$ cat config.mk
export PLATFORM = sky130hd
export DESIGN_NAME = pipe_scroller
export DESIGN_NICKNAME = d
export VERILOG_FILES = /design/src/rtl/pipe_scroller.sv
export SDC_FILE = /design/constraint.sdc
export NUM_CORES = 1
export LEC_CHECK = 0
export BUFFER_PORTS_ARGS = -buffer_cell sky130_fd_sc_hd__clkbuf_2
export CAP_MARGIN = 20
export CORE_UTILIZATION = 30
export DETAILED_ROUTE_END_ITERATION = 16
export GPL_ROUTABILITY_DRIVEN = 0
export SYNTH_ARGS = -nofsm -noshare
export SYNTH_HDL_FRONTEND = slang
export SYNTH_SLANG_ARGS = --single-unit
$ cat constraint.sdc
create_clock -name CLOCK_50 -period 3.21 [get_ports CLOCK_50]
set_clock_uncertainty 0.2 [all_clocks]
set_input_delay 0.321 -clock CLOCK_50 [delete_from_list [all_inputs] [get_ports CLOCK_50]]
set_output_delay 0.321 -clock CLOCK_50 [all_outputs]
set_load 0.01 [all_outputs]
$ cat src/rtl/pipe_scroller.sv
// Pipe obstacle generator: scrolls five pipes left once per game tick,
// respawns them at the right edge with an LFSR-derived gap, and counts passes.
module pipe_scroller #(
  parameter int unsigned TICK_DIV  = 833333,
  parameter int unsigned Y_MAX     = 100,
  parameter logic [6:0]  LFSR_SEED = 7'h5A
) (
  input  logic       CLOCK_50,
  input  logic       reset,
  input  logic       start,
  input  logic       collided,
  output logic [7:0] pipe_x1,
  output logic [7:0] pipe_x2,
  output logic [7:0] pipe_x3,
  output logic [7:0] pipe_x4,
  output logic [7:0] pipe_x5,
  output logic [6:0] pipe_y1,
  output logic [6:0] pipe_y2,
  output logic [6:0] pipe_y3,
  output logic [6:0] pipe_y4,
  output logic [6:0] pipe_y5,
  output logic [7:0] score,
  output logic       step,
  output logic       running
);

  localparam int          CW   = (TICK_DIV > 1) ? $clog2(TICK_DIV) : 1;
  localparam logic [CW-1:0] TC = CW'(TICK_DIV - 1);
  localparam logic [6:0]  SEED = (LFSR_SEED == 7'd0) ? 7'h01 : LFSR_SEED;
  localparam logic [6:0]  YM   = 7'(Y_MAX);

  localparam logic [1:0] S_IDLE = 2'd0;
  localparam logic [1:0] S_RUN  = 2'd1;
  localparam logic [1:0] S_HALT = 2'd2;

  logic [1:0]    state_q, state_d;
  logic [CW-1:0] cnt_q, cnt_d;
  logic [6:0]    lfsr_q, lfsr_d;
  logic [7:0]    x_q [5];
  logic [7:0]    x_d [5];
  logic [6:0]    y_q [5];
  logic [6:0]    y_d [5];
  logic [7:0]    score_q, score_d;
  logic          step_q, step_d;
  logic          running_q, running_d;
  logic [6:0]    respawn_y;
  logic          pass_hit;

  // Out-of-range LFSR values fold down by 64 so every gap fits on screen.
  function automatic logic [6:0] fold_gap(input logic [6:0] v);
    return (v > YM) ? (v - 7'd64) : v;
  endfunction

  // Next-state: FSM, tick divider, LFSR and per-pipe scroll/respawn.
  always_comb begin
    state_d   = state_q;
    cnt_d     = cnt_q;
    lfsr_d    = {lfsr_q[5:0], lfsr_q[6] ^ lfsr_q[5]};
    x_d       = x_q;
    y_d       = y_q;
    score_d   = score_q;
    step_d    = 1'b0;
    pass_hit  = 1'b0;
    respawn_y = fold_gap(lfsr_q);
    case (state_q)
      S_IDLE: begin
        if (start) begin
          state_d = S_RUN;
          cnt_d   = '0;
        end else begin
          state_d = S_IDLE;
        end
      end
      S_RUN: begin
        // Collision beats a coincident terminal count.
        if (collided) begin
          state_d = S_HALT;
        end else if (cnt_q == TC) begin
          cnt_d  = '0;
          step_d = 1'b1;
          for (int i = 0; i < 5; i++) begin
            if (x_q[i] == 8'd0) begin
              x_d[i] = 8'd159;
              y_d[i] = respawn_y;
            end else begin
              x_d[i] = x_q[i] - 8'd1;
            end
            if (x_q[i] == 8'd4) begin
              pass_hit = 1'b1;
            end else begin
              pass_hit = pass_hit;
            end
          end
          if (pass_hit && (score_q != 8'd255)) begin
            score_d = score_q + 8'd1;
          end else begin
            score_d = score_q;
          end
        end else begin
          cnt_d = cnt_q + CW'(1);
        end
      end
      S_HALT: state_d = S_HALT;
      default: state_d = S_IDLE;
    endcase
    running_d = (state_d == S_RUN);
  end

  // State registers with synchronous reset.
  always_ff @(posedge CLOCK_50) begin
    if (reset) begin
      state_q   <= S_IDLE;
      cnt_q     <= '0;
      lfsr_q    <= SEED;
      x_q[0]    <= 8'd31;
      x_q[1]    <= 8'd63;
      x_q[2]    <= 8'd95;
      x_q[3]    <= 8'd127;
      x_q[4]    <= 8'd159;
      y_q[0]    <= 7'd40;
      y_q[1]    <= 7'd60;
      y_q[2]    <= 7'd20;
      y_q[3]    <= 7'd80;
      y_q[4]    <= 7'd50;
      score_q   <= 8'd0;
      step_q    <= 1'b0;
      running_q <= 1'b0;
    end else begin
      state_q   <= state_d;
      cnt_q     <= cnt_d;
      lfsr_q    <= lfsr_d;
      x_q       <= x_d;
      y_q       <= y_d;
      score_q   <= score_d;
      step_q    <= step_d;
      running_q <= running_d;
    end
  end

  assign pipe_x1 = x_q[0];
  assign pipe_x2 = x_q[1];
  assign pipe_x3 = x_q[2];
  assign pipe_x4 = x_q[3];
  assign pipe_x5 = x_q[4];
  assign pipe_y1 = y_q[0];
  assign pipe_y2 = y_q[1];
  assign pipe_y3 = y_q[2];
  assign pipe_y4 = y_q[3];
  assign pipe_y5 = y_q[4];
  assign score   = score_q;
  assign step    = step_q;
  assign running = running_q;

endmodule

==> flow_metrics.py, run 1 <==
metrics = {
    "pwr": {
        "intPower_uw": 2754,
        "switching_power_uw": 703.3,
        "p_total_uw": 3457,
        "power_frac_seq_pct": 41.8,
        "p_leak_uw": 0.002636,
        "pwr-share-comb_pct": 2.4,
        "vdd_drop_max_v": 0.0003088,
        "switching_share_pct": 20.34,
        "p_clk_share_pct": 55.8,
        "pwr_density_cell_nw_per_um2": 534.5,
    },
    "synthesis": {
        "avgSynthCellArea_um2": 8.774,
        "synthCells": 575,
        "synthArstFlopShare_pct": 0,
        "synth_top_flop_cell": "dfxtp_1",
        "syn_area_um2": 5045,
        "synth-edff-count": 0,
        "synth-seq-area-share_pct": 45.24,
        "syn_nets": 593,
        "ys_warn_count": 0,
        "ys_seq_elements": 114,
        "ys_types": 56,
    },
    "global_routing": {
        "grt_max_degree": 31,
        "antenna_found_initial": 0,
        "track_usage_pct": 15.62,
        "grt_overflow": 0,
        "grt_pass1_wl_mm": 21.27,
        "grt_pass1_vias": 4035,
    },
    "floorplan": {
        "dieArea_um2": 17340,
        "initial_core_util_pct": 30.53,
        "core_area_um2": 16520,
        "num_rows": 47,
        "die_h_um": 131.7,
        "num_io_pins": 89,
        "dieWidth_um": 131.7,
    },
    "clocking": {
        "cts_hold_buf": 0,
        "postCtsSetupBuffers": 0,
        "cts.path.max_buffers": 2,
        "clock_latency_ps": 410,
        "cts_sinks": 114,
        "cts_tree": "done",
        "htree_levels": 4,
        "cts_buffers": 17,
        "clk_pin_slew_worst_paths_ps": 50,
        "cts-root-buf": "clkbuf_16",
    },
    "worst_setup_path": {
        "cp_data_required_time_ps": 3310,
        "critical_path_arrival_ps": 3200,
        "cp_max_fo": 9,
        "crit_type": "flop to flop",
        "start_kind": "flop",
        "crit_path_end_kind": "flop",
        "r2r_cells": 7,
    },
    "timing": {
        "timing.final.crit_share_pct": 96.69,
        "tns_ps": 0,
        "rsz0062_at_grt": "false",
        "max_freq_ghz": 0.3222,
        "tightest_slew_ps": 721.8,
        "hold_violations": 0,
        "finalSetupViolCount": 0,
        "drv_slew": 0,
        "slew_headroom_pct": 51.88,
        "min_period_ps": 3104,
    },
    "routing": {
        "ant_nets": 0,
        "drt_pass1_iterations": 12,
        "wl_met2_mm": 6.189,
        "drt_iter0_drc": 245,
        "dr_wl_met3_um": 533,
        "drc": 2,
        "highest_layer": "met4",
        "routed_wl_mm": 13.14,
        "vias": 4425,
        "viasPerCell": 4.847,
        "wl_per_cell_um": 14.40,
        "met1_length_mm": 6.371,
    },
    "finish": {
        "syn2layout_area_growth_pct": 28.22,
        "drive_above_1_share_pct": 22.80,
        "fin_area_um2": 6469,
        "fin_cells": 913,
        "final_nets": 700,
        "diodes": 0,
    },
    "hold_path": {
        "hold_class": "input pin to flop",
        "whs_path_depth": 4,
    },
    "placement": {
        "dp_hpwl_mm": 9.547,
        "dp.cells": 883,
        "io_buffer_count": 88,
        "placed_cell_area_um2": 5859,
    },
    "job": {
        "maxCapViolations": 0,
    },
    "status": {
        "status": "finished with violations",
        "violations": "DRC",
    },
}
-- cell families after synthesis --
group                      share of synthesized area (%)
DFF                                                45.24
AOI/OAI and AO/OA                                  10.52
xor gates and xnor gates                           6.076
adders and majority gates                          3.472
muxes                                              3.596
and+or+nand+nor                                    27.51
buffers and inverters                              3.596
-- state kept, by name (all words and copies together), names as in the netlist, 2 cells and up --
name / flops
lfsr_q: 7
pipe_y5: 7
pipe_y1: 7
pipe_y4: 7
pipe_y2: 7
score: 8
pipe_x1: 8
pipe_y3: 7
pipe_x4: 8
cnt_q: 20
pipe_x5: 8
pipe_x3: 8
state_q: 2
pipe_x2: 8
-- through the flow --
| stage | utilization, % | setup WS (ps) | hold slack [ps] |
|---|---|---|---|
| floorplan | - | 2.772 | 226.4 |
| global placement | 35.46 | 22.31 | 236.0 |
| detailed placement | 35.46 | -3.447 | 246.6 |
| CTS | 39.12 | 74.47 | 100.6 |
| global route | 39.15 | 6.057 | 135.4 |
| finish | 39.15 | 106.1 | 122.8 |
-- layer usage --
layer,track usage [%],vias up
li1,-,2243
met1,20.67,2102
met2,24.43,76
met3,4.668,4
met4,4.457,0
met5,0,-
-- path summary, 6_finish.rpt --
check / startpoint / endpoint / slack (ps)
worst min register to register: pipe_y2[0] / pipe_y2[0] / 250
worst min-delay path: collided / state_q[1] / 120
worst max-delay path: cnt_q[3] / pipe_y1[2] / 110
worst max register to register: cnt_q[3] / pipe_y1[2] / 110
-- repair_timing --
item / in CTS / in global routing
endpoints found under the hold margin: 0 / 0
endpoints found under the setup margin: 1 / 2
resized for setup: 0 / 2
pin swaps: 1 / 1
-- power groups by stage --
| stage | Clock [uW] | Sequential, uW | Combinational, uW |
|---|---|---|---|
| after global routing | 2040 | 1440 | 93.1 |
| after global placement | 0 | 1470 | 83.6 |
| after CTS | 1970 | 1440 | 84.0 |
| after detailed placement | 0 | 1470 | 83.2 |
| final | 1930 | 1440 | 82.9 |
| after floorplan | 0 | 1470 | 56.4 |
-- area by class of cell --
cell class | count | area [um^2]
fill | 1696 | 10060
inverter | 21 | 78.83
sequential | 114 | 2283
clock buffer | 18 | 439.2
tap | 220 | 275.3
timing repair buffer | 113 | 640.6
multi-input combinational | 415 | 2586
clock inverter | 12 | 165.2
-- Yosys cell counts, drive strengths merged (12+ instances only) --
master / number / area share [%]
a21oi: 33 / 3.3
clkbuf: 22 / 1.6
dfxtp: 114 / 45
ha: 14 / 3.5
inv: 21 / 1.6
mux2i: 17 / 3.4
nand2: 53 / 3.9
nand3: 12 / 1.2
nor2: 71 / 5.3
nor3: 37 / 3.9
o21ai: 12 / 1.2
or3: 15 / 1.9
or4: 14 / 2.3
xnor2: 18 / 3.1
xor2: 17 / 3.0
-- cell usage in the layout, fill, tap and decap left out, types with 17 or more instances in the layout --
cell type,Yosys,routed
dfxtp_1,114,113
clkbuf_2,0,88
nor2_1,71,71
nand2_1,53,53
nor3_1,35,35
a21oi_1,33,33
buf_4,0,24
inv_1,21,21
xnor2_1,18,18
xor2_1,17,17
mux2i_1,17,17
clkbuf_16,0,17
-- worst max-delay path, cell delays in order (launching register included) --
cell and delay, ps:
dfxtp_2 310, or4bb_1 480, or4_4 540, or4_4 500, buf_4 210, or3_1 490
mux2i_1 200, nor2_1 50
No activity file was read; power rests on OpenSTA's default activity.
==> run 2: changes to the inputs <==
Settings changed: PLACE_DENSITY from default to 0.62.
==> run 2 against run 1 <==
  * Clock power shrank 5%
  * Total power shrank 2.9%
  * Critical path type unchanged
  * Non-clock buffer count shrank 2
  * The run now ends clean
  * Final cell count grew 0.11%
  * Setup slack lost 34 ps
==> flow_metrics.py, run 2 (same netlist as run 1, synthesis figures left out) <==
metrics = {
    "clocking": {
        "clk_pin_slew_worst_paths_ps": 50,
        "htree_levels": 4,
        "cts_tree": "done",
        "cts_sinks": 114,
        "cts-root-buf": "clkbuf_16",
        "clock_latency_ps": 410,
        "postCtsSetupBuffers": 0,
        "cts.path.max_buffers": 2,
        "cts_hold_buf": 0,
        "cts_buffers": 17,
    },
    "timing": {
        "timing.final.crit_share_pct": 97.77,
        "rsz0062_at_grt": "false",
        "max_freq_ghz": 0.3186,
        "finalWorstSetupSlack_ps": 71.66,
        "slew_headroom_pct": 55.22,
        "min_period_ps": 3138,
        "drv_slew": 0,
        "tightest_slew_ps": 671.7,
        "hold_violations": 0,
        "finalSetupViolCount": 0,
    },
    "hold_path": {
        "hold_class": "input pin to flop",
        "hold_start": "reset",
        "hold_path_end": "running",
        "whs_path_depth": 2,
    },
    "routing": {
        "routed_wl_mm": 13.07,
        "vias": 4439,
        "wl_per_cell_um": 14.30,
        "drt_iter0_drc": 285,
        "ant_nets": 0,
        "drt_pass1_iterations": 5,
        "viasPerCell": 4.857,
        "drc": 0,
    },
    "worst_setup_path": {
        "cp_common_cell": "or4_4",
        "start_kind": "flop",
        "cp_data_required_time_ps": 3350,
        "cp_max_fo": 5,
        "r2r_cells": 6,
        "crit_type": "flop to flop",
        "path_cells": "or4bb_1 > or4_4 > or4_4 > or4_4 > or3_1 > a21oi_1",
        "reg2reg_to": "pipe_x3[5]",
        "critical_path_arrival_ps": 3270,
        "critPathTopFamily": "simple AND/OR/NAND/NOR gates",
        "cp_num_buf_inv": 0,
        "regToRegSetupSlack_ps": 70,
        "slowest_stage": "or4_4",
        "max_stage_delay_ps": 560,
        "crit_path_end_kind": "flop",
        "rr_startpoint": "cnt_q[3]",
    },
    "pwr": {
        "pwr_density_cell_nw_per_um2": 520.3,
        "p_leak_uw": 0.002616,
        "vdd_drop_max_v": 0.0003463,
    },
    "global_routing": {
        "grt_use_met3_pct": 4.205,
        "grt_pass1_wl_mm": 21.55,
        "grt_overflow": 0,
        "grt_max_degree": 77,
        "grt-busiest-layer": "met2",
        "use_met1_pct": 21.67,
        "antenna_found_initial": 0,
        "grtUsageMet2_pct": 23.46,
        "track_usage_pct": 15.65,
        "grt_pass1_vias": 4062,
    },
    "finish": {
        "largest_register_ffs": 20,
        "final_nets": 699,
        "nFillCells": 1668,
        "largest-register": "cnt_q",
        "layout_common_cells": "dfxtp_1, clkbuf_2, nor2_1, nand2_1, nor3_1",
        "fin_cells": 914,
        "final_common_cell": "dfxtp_1",
        "syn2layout_area_growth_pct": 27.88,
        "drive_above_1_share_pct": 22.91,
        "diodes": 0,
    },
    "placement": {
        "dp_hpwl_mm": 9.152,
        "place_ws_ps": -9.204,
        "io_buffer_count": 88,
        "dp.cells": 881,
    },
    "floorplan": {
        "die_h_um": 131.7,
        "initial_core_util_pct": 30.53,
        "dieArea_um2": 17340,
        "num_io_pins": 89,
        "dieWidth_um": 131.7,
        "num_rows": 47,
        "core_area_um2": 16520,
    },
    "job": {
        "maxCapViolations": 0,
    },
    "status": {
        "status": "complete, no violations",
    },
}
[run 2: through the flow]
step | hold WS (ps) | cell area, um^2 | TNS [ps] | power (uW) | util [%]
6_report | 63.59 | 6451 | 0 | 3356 | 39.04
3_3_place_gp | 245.0 | 5844 | 0 | 1555 | 35.37
4_1_cts | 58.55 | 6435 | 0 | 3393 | 38.94
5_1_grt | 104.9 | 6451 | 0 | 3470 | 39.04
2_1_floorplan | 226.4 | 5046 | 0 | 1525 | -
3_5_place_dp | 248.2 | 5844 | -17.66 | 1555 | 35.37
[run 2: worst max-delay path by stage]
| stage | cells after the start | from | to |
|---|---|---|---|
| final | 6 | cnt_q[3] | pipe_x3[5] |
| after floorplan | 7 | cnt_q[3] | pipe_x5[5] |
| after CTS | 6 | cnt_q[19] | pipe_x3[5] |
| after detailed placement | 7 | cnt_q[19] | pipe_y4[5] |
| after global routing | 6 | cnt_q[19] | pipe_x3[5] |
| after global placement | 7 | cnt_q[3] | pipe_y4[5] |
[run 2: what timing repair did]
item                       CTS  global route
setup endpoints to repair    6             3
cloned                       0             1
resized for setup            1             2
pin swaps                    1             0
[run 2: layout make-up]
class                           instances  area, um^2  share of cell area, %
Tap cell                              220       275.3                  4.267
Multi-Input combinational cell        416        2599                  40.28
Clock buffer                           23       508.0                  7.874
Inverter                               21       78.83                  1.222
Clock inverter                          9       77.57                  1.202
Timing Repair Buffer                  111       629.4                  9.756
Sequential cell                       114        2283                  35.40
[run 2: power by group]
part / internal, uW / leakage [uW] / switching (uW)
clock: 1180 / 0.000287 / 650
sequential: 1430 / 0.000923 / 15.7
combinational: 27.0 / 0.00141 / 56.4
[run 2: layer usage]
metal	wire, um	part of all wire [%]
met1	6456	49
met2	5978	46
met3	541	4.1
met4	92	0.70
met5	0	0
[run 2: worst register-to-register path: stages (launching register included)]
cell,delay (ps)
dfxtp_2,310
or4bb_1,500
or4_4,560
or4_4,500
or4_4,500
or3_1,360
a21oi_1,140
==> run 3: changes to the inputs <==
Settings changed: CORE_ASPECT_RATIO from default to 1.25.
==> run 3 against run 2 <==
  * Via count rose by 0.50%
  * Sequential cell count did not move
  * Global-route usage rose by 0.84 points
==> flow_metrics.py, run 3 (same netlist as run 1, synthesis figures left out) <==
metrics = {
    "hold_path": {
        "hold_path_end": "state_q[1]",
        "whs_path_depth": 4,
        "hold_class": "input pin to flop",
        "hold_start": "collided",
    },
    "clocking": {
        "clk_pin_slew_worst_paths_ps": 50,
        "postCtsSetupBuffers": 0,
        "clock_latency_ps": 410,
        "cts_hold_buf": 0,
        "cts_sinks": 114,
        "cts_buffers": 17,
        "cts.path.max_buffers": 2,
        "htree_levels": 4,
        "cts_tree": "done",
        "cts-root-buf": "clkbuf_16",
    },
    "timing": {
        "drv_slew": 0,
        "rsz0062_at_grt": "false",
        "tightest_slew_ps": 667.7,
        "max_freq_ghz": 0.3219,
        "slew_headroom_pct": 55.28,
        "min_period_ps": 3106,
        "timing.final.crit_share_pct": 96.77,
        "hold_violations": 0,
        "finalSetupViolCount": 0,
    },
    "routing": {
        "drt_pass1_iterations": 4,
        "routed_wl_mm": 13.49,
        "drt_iter0_drc": 297,
        "ant_nets": 0,
        "drc": 0,
        "wl_per_cell_um": 14.84,
        "vias": 4461,
        "viasPerCell": 4.908,
    },
    "floorplan": {
        "dieArea_um2": 17340,
        "die_h_um": 147.0,
        "core_area_um2": 16330,
        "num_rows": 52,
        "dieWidth_um": 118.0,
        "num_io_pins": 89,
        "initial_core_util_pct": 30.89,
    },
    "finish": {
        "fin_cells": 909,
        "syn2layout_area_growth_pct": 27.16,
        "diodes": 0,
        "final_nets": 700,
        "final_common_cell": "dfxtp_1",
        "seq_area_um2": 2283,
        "multiInputGateArea_um2": 2595,
        "largest_register_ffs": 20,
        "layout_common_cells": "dfxtp_1, clkbuf_2, nor2_1, nand2_1, nor3_1",
        "nFillCells": 1689,
        "post-route-util_pct": 39.28,
        "drive_above_1_share_pct": 22.51,
        "largest-register": "cnt_q",
    },
    "worst_setup_path": {
        "reg2reg_to": "pipe_x3[5]",
        "crit_path_end_kind": "flop",
        "critical_path_arrival_ps": 3240,
        "start_kind": "flop",
        "r2r_cells": 6,
        "regToRegSetupSlack_ps": 100,
        "crit_type": "flop to flop",
        "cp_data_required_time_ps": 3340,
        "cp_max_fo": 6,
        "rr_startpoint": "cnt_q[3]",
    },
    "global_routing": {
        "grt_pass1_vias": 4291,
        "grt_overflow": 0,
        "antenna_found_initial": 0,
        "grt_max_degree": 55,
        "track_usage_pct": 16.49,
        "grt_pass1_wl_mm": 22.20,
    },
    "status": {
        "status": "complete, no violations",
    },
    "pwr": {
        "pwr-share-comb_pct": 2.6,
        "p_leak_uw": 0.002614,
        "switching_power_uw": 695.5,
        "intPower_uw": 2587,
        "vdd_drop_max_v": 0.0002533,
        "power_frac_seq_pct": 44.0,
        "pwr_density_cell_nw_per_um2": 511.6,
        "p_clk_share_pct": 53.4,
        "switching_share_pct": 21.19,
    },
    "placement": {
        "dp_hpwl_mm": 9.671,
        "io_buffer_count": 88,
        "dp.cells": 879,
    },
    "job": {
        "maxCapViolations": 0,
    },
}
==> run 3: final cells by class <==
cell class	count	area share, %
well taps	216	4.213
flip-flops and latches	114	35.60
inverters	21	1.229
repair buffers	113	9.986
clock inverters	6	0.8582
multi-input cells	415	40.45
clock buffers	24	7.665
==> run 3: worst max-delay path, stage by stage, from the launching register on <==
cell and delay [ps]:
dfxtp_2 310, or4bb_1 510, or4_4 540, or4_4 490
or4_4 500, or3_1 320, a21oi_1 160
==> run 3: repair_timing <==
item | 4_1_cts | 5_1_grt
setup endpoints to repair | 7 | 8
pin swaps | 1 | 2
resized for setup | 0 | 3
==> run 3: power by group through the flow <==
stage / Sequential, uW / Combinational, uW / Clock [uW]
global placement: 1470 / 85.4 / 0
finish: 1440 / 85.1 / 1750
detailed placement: 1470 / 85.5 / 0
floorplan: 1470 / 56.4 / 0
CTS: 1440 / 85.8 / 1790
global route: 1440 / 94.1 / 1870
==> run 3: worst max-delay path by stage <==
stage	cells past startpoint	to	start
final	6	pipe_x3[5]	cnt_q[3]
after global routing	6	pipe_x5[5]	cnt_q[3]
after CTS	6	pipe_x3[5]	cnt_q[3]
after detailed placement	6	pipe_x3[5]	cnt_q[3]
after global placement	6	pipe_x3[5]	cnt_q[3]
after floorplan	7	pipe_x5[5]	cnt_q[3]
==> run 3: per-layer routing <==
layer  track usage [%]  up-vias  wire length [um]
met5                 0        -                 0
met1             19.76     2104              5902
met3             5.008       28               610
met4             8.141        0               389
li1                  -     2235                 -
met2             26.74       94              6590
==> run 3: stage by stage <==
step / hold slack [ps] / power [uW] / area (um^2) / worst slack, ps / setup TNS, ps
floorplan: 226.4 / 1525 / 5046 / 2.772 / 0
global placement: 237.7 / 1558 / 5854 / 20.37 / 0
detailed placement: 247.7 / 1558 / 5854 / -12.24 / -32.97
CTS: 89.96 / 3323 / 6401 / 38.87 / 0
global route: 121.8 / 3411 / 6415 / 2.106 / 0
finish: 108.4 / 3282 / 6415 / 103.5 / 0
